`src/rtl/brp_pht_ctrl.sv`:
```
// Branch direction predictor: 2-bit saturating-counter pattern history table
// with an init sweep after reset/flush and a saturating mispredict counter.
module brp_pht_ctrl #(
    parameter int IDX_BITS = 6,
    parameter int CNT_W    = 16
) (
    input  logic             clk,
    input  logic             rst,
    input  logic             flush,
    input  logic             pred_req,
    input  logic [31:0]      pred_pc,
    output logic             pred_valid,
    output logic             pred_taken,
    input  logic             upd_valid,
    input  logic [31:0]      upd_pc,
    input  logic             upd_taken,
    input  logic             upd_mispred,
    output logic             busy,
    output logic [CNT_W-1:0] mispred_cnt
);

    localparam int DEPTH = 2 ** IDX_BITS;

    typedef enum logic {
        S_INIT,
        S_RUN
    } state_t;

    state_t              r_state;
    state_t              w_state_nxt;
    logic [IDX_BITS-1:0] r_init_idx;
    logic [IDX_BITS-1:0] w_init_idx_nxt;
    logic [1:0]          r_pht [DEPTH];
    logic                r_pred_valid;
    logic                r_pred_taken;
    logic [CNT_W-1:0]    r_mispred_cnt;

    logic [IDX_BITS-1:0] w_pred_idx;
    logic [IDX_BITS-1:0] w_upd_idx;
    logic                w_upd_en;
    logic [1:0]          w_upd_cnt;
    logic [1:0]          w_upd_cnt_nxt;
    logic [1:0]          w_pred_cnt;
    logic                w_pred_taken_nxt;
    logic                w_unused;

    assign w_pred_idx = pred_pc[IDX_BITS+1:2];
    assign w_upd_idx  = upd_pc[IDX_BITS+1:2];
    assign w_unused   = &{1'b0, pred_pc[31:IDX_BITS+2], pred_pc[1:0],
                          upd_pc[31:IDX_BITS+2], upd_pc[1:0]};

    assign w_upd_en  = (r_state == S_RUN) && upd_valid && !flush && !rst;
    assign w_upd_cnt = r_pht[w_upd_idx];

    always_comb begin
        w_upd_cnt_nxt = w_upd_cnt;
        if (upd_taken) begin
            if (w_upd_cnt != 2'd3)
                w_upd_cnt_nxt = w_upd_cnt + 2'd1;
        end else begin
            if (w_upd_cnt != 2'd0)
                w_upd_cnt_nxt = w_upd_cnt - 2'd1;
        end
    end

    // Write-first bypass: a same-cycle update to the predicted entry wins.
    assign w_pred_cnt = (w_upd_en && (w_upd_idx == w_pred_idx)) ?
                        w_upd_cnt_nxt : r_pht[w_pred_idx];

    assign w_pred_taken_nxt = (r_state == S_RUN) && !flush &&
                              pred_req && w_pred_cnt[1];

    always_comb begin
        w_state_nxt    = r_state;
        w_init_idx_nxt = r_init_idx;
        unique case (r_state)
            S_INIT: begin
                if (flush) begin
                    w_init_idx_nxt = '0;
                end else begin
                    w_init_idx_nxt = r_init_idx + IDX_BITS'(1);
                    if (&r_init_idx)
                        w_state_nxt = S_RUN;
                end
            end
            S_RUN: begin
                if (flush) begin
                    w_state_nxt    = S_INIT;
                    w_init_idx_nxt = '0;
                end
            end
            default: begin
                w_state_nxt    = S_INIT;
                w_init_idx_nxt = '0;
            end
        endcase
    end

    always_ff @(posedge clk) begin
        if (rst) begin
            r_state    <= S_INIT;
            r_init_idx <= '0;
        end else begin
            r_state    <= w_state_nxt;
            r_init_idx <= w_init_idx_nxt;
        end
    end

    // Table has no reset; the sweep defines every entry before S_RUN.
    always_ff @(posedge clk) begin
        if (!rst) begin
            if (r_state == S_INIT)
                r_pht[r_init_idx] <= 2'd1;
            else if (w_upd_en)
                r_pht[w_upd_idx] <= w_upd_cnt_nxt;
        end
    end

    always_ff @(posedge clk) begin
        if (rst) begin
            r_pred_valid <= 1'b0;
            r_pred_taken <= 1'b0;
        end else begin
            r_pred_valid <= pred_req;
            r_pred_taken <= w_pred_taken_nxt;
        end
    end

    always_ff @(posedge clk) begin
        if (rst)
            r_mispred_cnt <= '0;
        else if (w_upd_en && upd_mispred && (r_mispred_cnt != '1))
            r_mispred_cnt <= r_mispred_cnt + CNT_W'(1);
    end

    assign pred_valid  = r_pred_valid;
    assign pred_taken  = r_pred_taken;
    assign busy        = (r_state == S_INIT);
    assign mispred_cnt = r_mispred_cnt;

endmodule
```
`config.mk`:
```
export PLATFORM = sky130hd
export DESIGN_NAME = brp_pht_ctrl
export DESIGN_NICKNAME = d
export VERILOG_FILES = /design/src/rtl/brp_pht_ctrl.sv
export SDC_FILE = /design/constraint.sdc
export NUM_CORES = 1
export LEC_CHECK = 0
export CAP_MARGIN = 20
export CORE_ASPECT_RATIO = 0.75
export CORE_UTILIZATION = 56
export DETAILED_ROUTE_END_ITERATION = 12
export GPL_TIMING_DRIVEN = 0
export PLACE_DENSITY = 0.76
export SLEW_MARGIN = 25
export SYNTH_ARGS = -nofsm -noshare
export SYNTH_HDL_FRONTEND = slang
export SYNTH_SLANG_ARGS = --single-unit
export TNS_END_PERCENT = 5
```
`constraint.sdc`:
```
create_clock -name clk -period 7.75 [get_ports clk]
set_input_delay 1.55 -clock clk [delete_from_list [all_inputs] [get_ports clk]]
set_output_delay 1.55 -clock clk [all_outputs]
set_load 0.01 [all_outputs]
```
### Yosys cells after proc, flatten, opt, wreduce, memory -nomap -nowiden

Memories as Yosys holds them, arrays and structs flattened.
Cells that the tools add are included.

* output and inout port bits: 19
* register bits: 25
* logic and storage cells: 50
* bits in writable memories: 128
* input port bits: 71
* memories kept: 1

Memory list
* r_pht: depth 64, width 2, read ports 2, clocked after memory_dff 0, write ports 1, RTL line 33 `logic [1:0] r_pht [DEPTH];`

* mux-type cells: 21
* equal/unequal tests: 4
* bitwise operators: 1
* add/sub/neg operators: 4
* reduce and logical (&&, ||, !) cells: 14

Operators with widths (number)
* $mux 6: 3
* $add 16x1->16 const B: 1
* $ne 16x16->1 const B: 1
* $pmux 6 s2: 1
* $mux 1: 11
* $mux 2: 5
* $logic_and 1x1->1: 9
* $add 6x1->6 const B: 1
* $eq 6x6->1: 1
* $reduce_and 6->1: 1
* $ne 2x2->1 const B: 2
* $add 2x1->2 const B: 1
* $logic_not 1->1: 2
* $pmux 1 s2: 1
* $reduce_bool 2->1: 1
* $reduce_or 2->1: 1
* $sub 2x1->2 const B: 1
* $not 1->1: 1

### Logic depth before layout (Yosys ltp)

* word-level depth: 9
* gate-level depth with buffers: 10
* gate-level depth less buffers: 8

### Worst setup path before layout

OpenSTA, ideal clock, no wires.

* path type: input to register
* from: in upd_pc[2]
* to: mem r_pht[0][1], data pin
* setup slack: 1.871 ns
* setup time: 0.682 ns
* required time: 7.068 ns
* stages: 9
* data arrival time: 5.197 ns
* cells stage by stage: buf_6 buf_6 buf_4 mux2_2 o22ai_1 o22a_1 o211ai_2 nor2_1 nor3_1

* word-level cells in the longest chain between the ends: 5

Ends and longest elaborated chain
* start: declaration: RTL line 15 `input logic [31:0] upd_pc,`
* $mem_v2 64x2 *
* $sub 2x1->2 (tied with other cells): RTL line 62 `w_upd_cnt_nxt = w_upd_cnt - 2'd1;`
* $mux 2, on equally long branches: RTL line 61, 58
* $mux 2 *: RTL line 57 `if (upd_taken) begin`
* $mux 2 (no line) *
* end: declaration: RTL line 33

Mark *: on every way between the ends. The rest lies on a longest branch, timed or not.

### Final worst setup path

* from: in upd_pc[4]
* to: mem r_pht[28][0], data pin

The elaborated chain is that of the path after synthesis.

==> flow_metrics.env <==
export IMPL_synth_compound_area_frac=0.0557
export IMPL_seq_area_frac_synth=0.602
export IMPL_numCtsBuffers=17
export IMPL_synthXorXnorAreaFrac=0.0291
export IMPL_core_um2=12400
export IMPL_cts_buffer_depth=2
export IMPL_cts_repair_resized=0
export IMPL_diodes=0
export IMPL_fin_setup_tns_ns=0
export IMPL_clkSlewWorstSetupHoldPaths_ns=0.06
export IMPL_multi_input_area_um2=2710
export IMPL_root_buffer="clkbuf_16"
export IMPL_synth_top_family_by_area="multiplexers"
export IMPL_yosys_warnings=0
export IMPL_areaGrowthSynthToFinish_pct=16.2
export IMPL_power_density_nw_per_um2=207
export IMPL_arrival_ns=4.82
export IMPL_finish_utilization=0.674
export IMPL_ys_ff_latch=153
export IMPL_synthCells=508
export IMPL_route_vias_total=4737
export IMPL_async_flop_share=0
export IMPL_rows=35
export IMPL_fin_crit_sh=0.588
export IMPL_slew_viol_final=0
export IMPL_p_leak_uw=0.00301
export IMPL_synth_area_mux_share=0.175
export IMPL_clock_fmax_mhz=220
export IMPL_ant_nets=0
export IMPL_antenna_found_initial=0
export IMPL_insertion_delay_ns=0.43
export IMPL_synth_edff_count=128
export IMPL_critical_path_class="in2reg"
export IMPL_cts_sinks=153
export IMPL_grt_max_degree=35
export IMPL_synthesis_nets=581
export IMPL_die_y_um=100
export IMPL_num_io_pins=90
export IMPL_finalSetupViolations=0
export IMPL_syn_avg_cell_area_um2=14.2
export IMPL_synthSimpleGateAreaFrac=0.110
export IMPL_max_cap_viol_count=0
export IMPL_die_area_um2=13300
export IMPL_wl_per_cell_um=23.6
export IMPL_grt_pass1_vias=4669
export IMPL_final_common_cell="edfxtp_1"
export IMPL_regArea_um2=4340
export IMPL_avgViaCountPerCell=6.37
export IMPL_wirelength_mm=17.6
export IMPL_ys_types=51
export IMPL_synth_area_um2=7210
export IMPL_htreeDepth=4
export IMPL_ctsHoldBuffers=0
export IMPL_grt_overflow=0
export IMPL_yosys_most_used_dff="edfxtp_1"
export IMPL_required_ns=8.02
export IMPL_cp_end_kind="flop"
export IMPL_synth_fa_ha_area_frac=0.00347
export IMPL_grt_usage=0.283
export IMPL_hpwl_mm=12.3
export IMPL_layout_drive_gt1_share=0.173
export IMPL_power_uw=1740
export IMPL_die_w_um=133
export IMPL_fin_crit_ns=4.56
export IMPL_hold_class="reg2reg"
export IMPL_dr_pass1_iters=6
export IMPL_hold_viol_final=0
export IMPL_worst_slew_pin_slew_ns=0.850
export IMPL_drt_iter0_drc=529
export IMPL_fillCellCount=883
export IMPL_rsz0062_at_grt="no"
export IMPL_outcome="completed"
export IMPL_gp_congestion=0.991
export IMPL_finClkSkew_ns=0.00940
export IMPL_grt_pass1_wl_mm=26.9
export IMPL_relSlewSlack=0.434
export IMPL_startpoint_type="input port"
export IMPL_drcViolationCount=0
export IMPL_layout_common_cells="edfxtp_1 (128), nor2_1 (94), mux4_2 (37), nand2_1 (37), clkdlybuf4s50_1 (31)"
export IMPL_initial_core_util=0.580
export IMPL_peakVddDrop_mv=0.159
export IMPL_worstPathMaxFanout=34
export IMPL_nets=638
export IMPL_post_cts_buffers=0
export IMPL_cts_tree="done"
export IMPL_portBuffers=31
-- critical path: stages --
cell	delay [ns]
clkdlybuf4s50_1	0.59
clkbuf_1	0.45
nor2b_1	0.30
a22oi_1	0.28
a21oi_1	0.12
a21o_1	0.18
a211oi_1	0.28
a21oi_1	0.19
o21ai_4	0.44
buf_8	0.23
buf_16	0.19
-- per-layer routing --
| metal | share of wire | global-route usage | wire length [um] |
|---|---|---|---|
| met1 | 0.41 | 0.400 | 7240 |
| met2 | 0.47 | 0.443 | 8290 |
| met3 | 0.10 | 0.0652 | 1810 |
| met4 | 0.014 | 0.0884 | 246 |
| met5 | 0 | 0 | 0 |
-- flip-flops by register name, summed over array words and instances, names as in the netlist --
signal       flops
r_init_idx       6
r_pht          128
r_state          1
pred_taken       1
mispred_cnt     16
pred_valid       1
-- area by class of cell --
class                   instances  area share
flip-flops and latches        153       0.518
multi-input cells             325       0.324
clock buffers                  18      0.0512
repair buffers                 38      0.0466
well taps                     166      0.0248
plain buffers                  25      0.0184
clock inverters                14      0.0146
inverters                       5     0.00224
-- synthesized netlist by cell type (6+ instances only) --
library cell / instances / share of area
mux4_2: 37 / 0.12
nand2b_1: 7 / 0.0061
a21oi_1: 10 / 0.0069
nand2_1: 37 / 0.019
clkbuf_1: 11 / 0.0057
xnor2_1: 12 / 0.015
mux4_1: 11 / 0.040
xor2_1: 12 / 0.015
o21ai_0: 9 / 0.0062
a22oi_1: 10 / 0.010
mux2_2: 9 / 0.014
edfxtp_1: 128 / 0.53
nor2_1: 94 / 0.049
nand3_1: 10 / 0.0069
nor2b_1: 6 / 0.0052
dfxtp_1: 25 / 0.069
-- kinds of logic after synthesis --
logic type | after synthesis
adder cells (fa/ha/maj) | 2
flip-flops | 153
multiplexers | 61
AND/OR/NAND/NOR | 180
XOR/XNOR | 24
buffers and inverters | 30
AO/OA/AOI/OAI | 58
-- power by group --
| group | internal [uW] | switching (uW) | total [uW] |
|---|---|---|---|
| sequential | 880 | 1.26 | 881 |
| combinational | 35.1 | 48.0 | 83.1 |
| clock | 442 | 330 | 772 |
| total | 1360 | 379 | 1740 |
-- worst paths after layout --
path	startpoint	end	slack (ns)	cells after the start
hold reg to reg	mispred_cnt[6]	mispred_cnt[6]	0.54	2
hold / removal	mispred_cnt[6]	mispred_cnt[6]	0.54	2
setup reg to reg	r_pht[39][0]	r_pht[28][0]	4.84	9
setup / recovery	upd_pc[4]	r_pht[28][0]	3.19	11
-- stage by stage --
stage | setup WS [ns] | hold slack [ns] | cells | cell area, um2
floorplan | 1.87 | 0.504 | 508 | 7210
global placement | -1.30 | 0.511 | 705 | 7730
detailed placement | 2.86 | 0.527 | 712 | 7830
CTS | 3.28 | 0.537 | 744 | 8380
global route | 3.10 | 0.571 | 744 | 8380
finish | 3.19 | 0.540 | 744 | 8380
(Power assumes the default switching activity.)
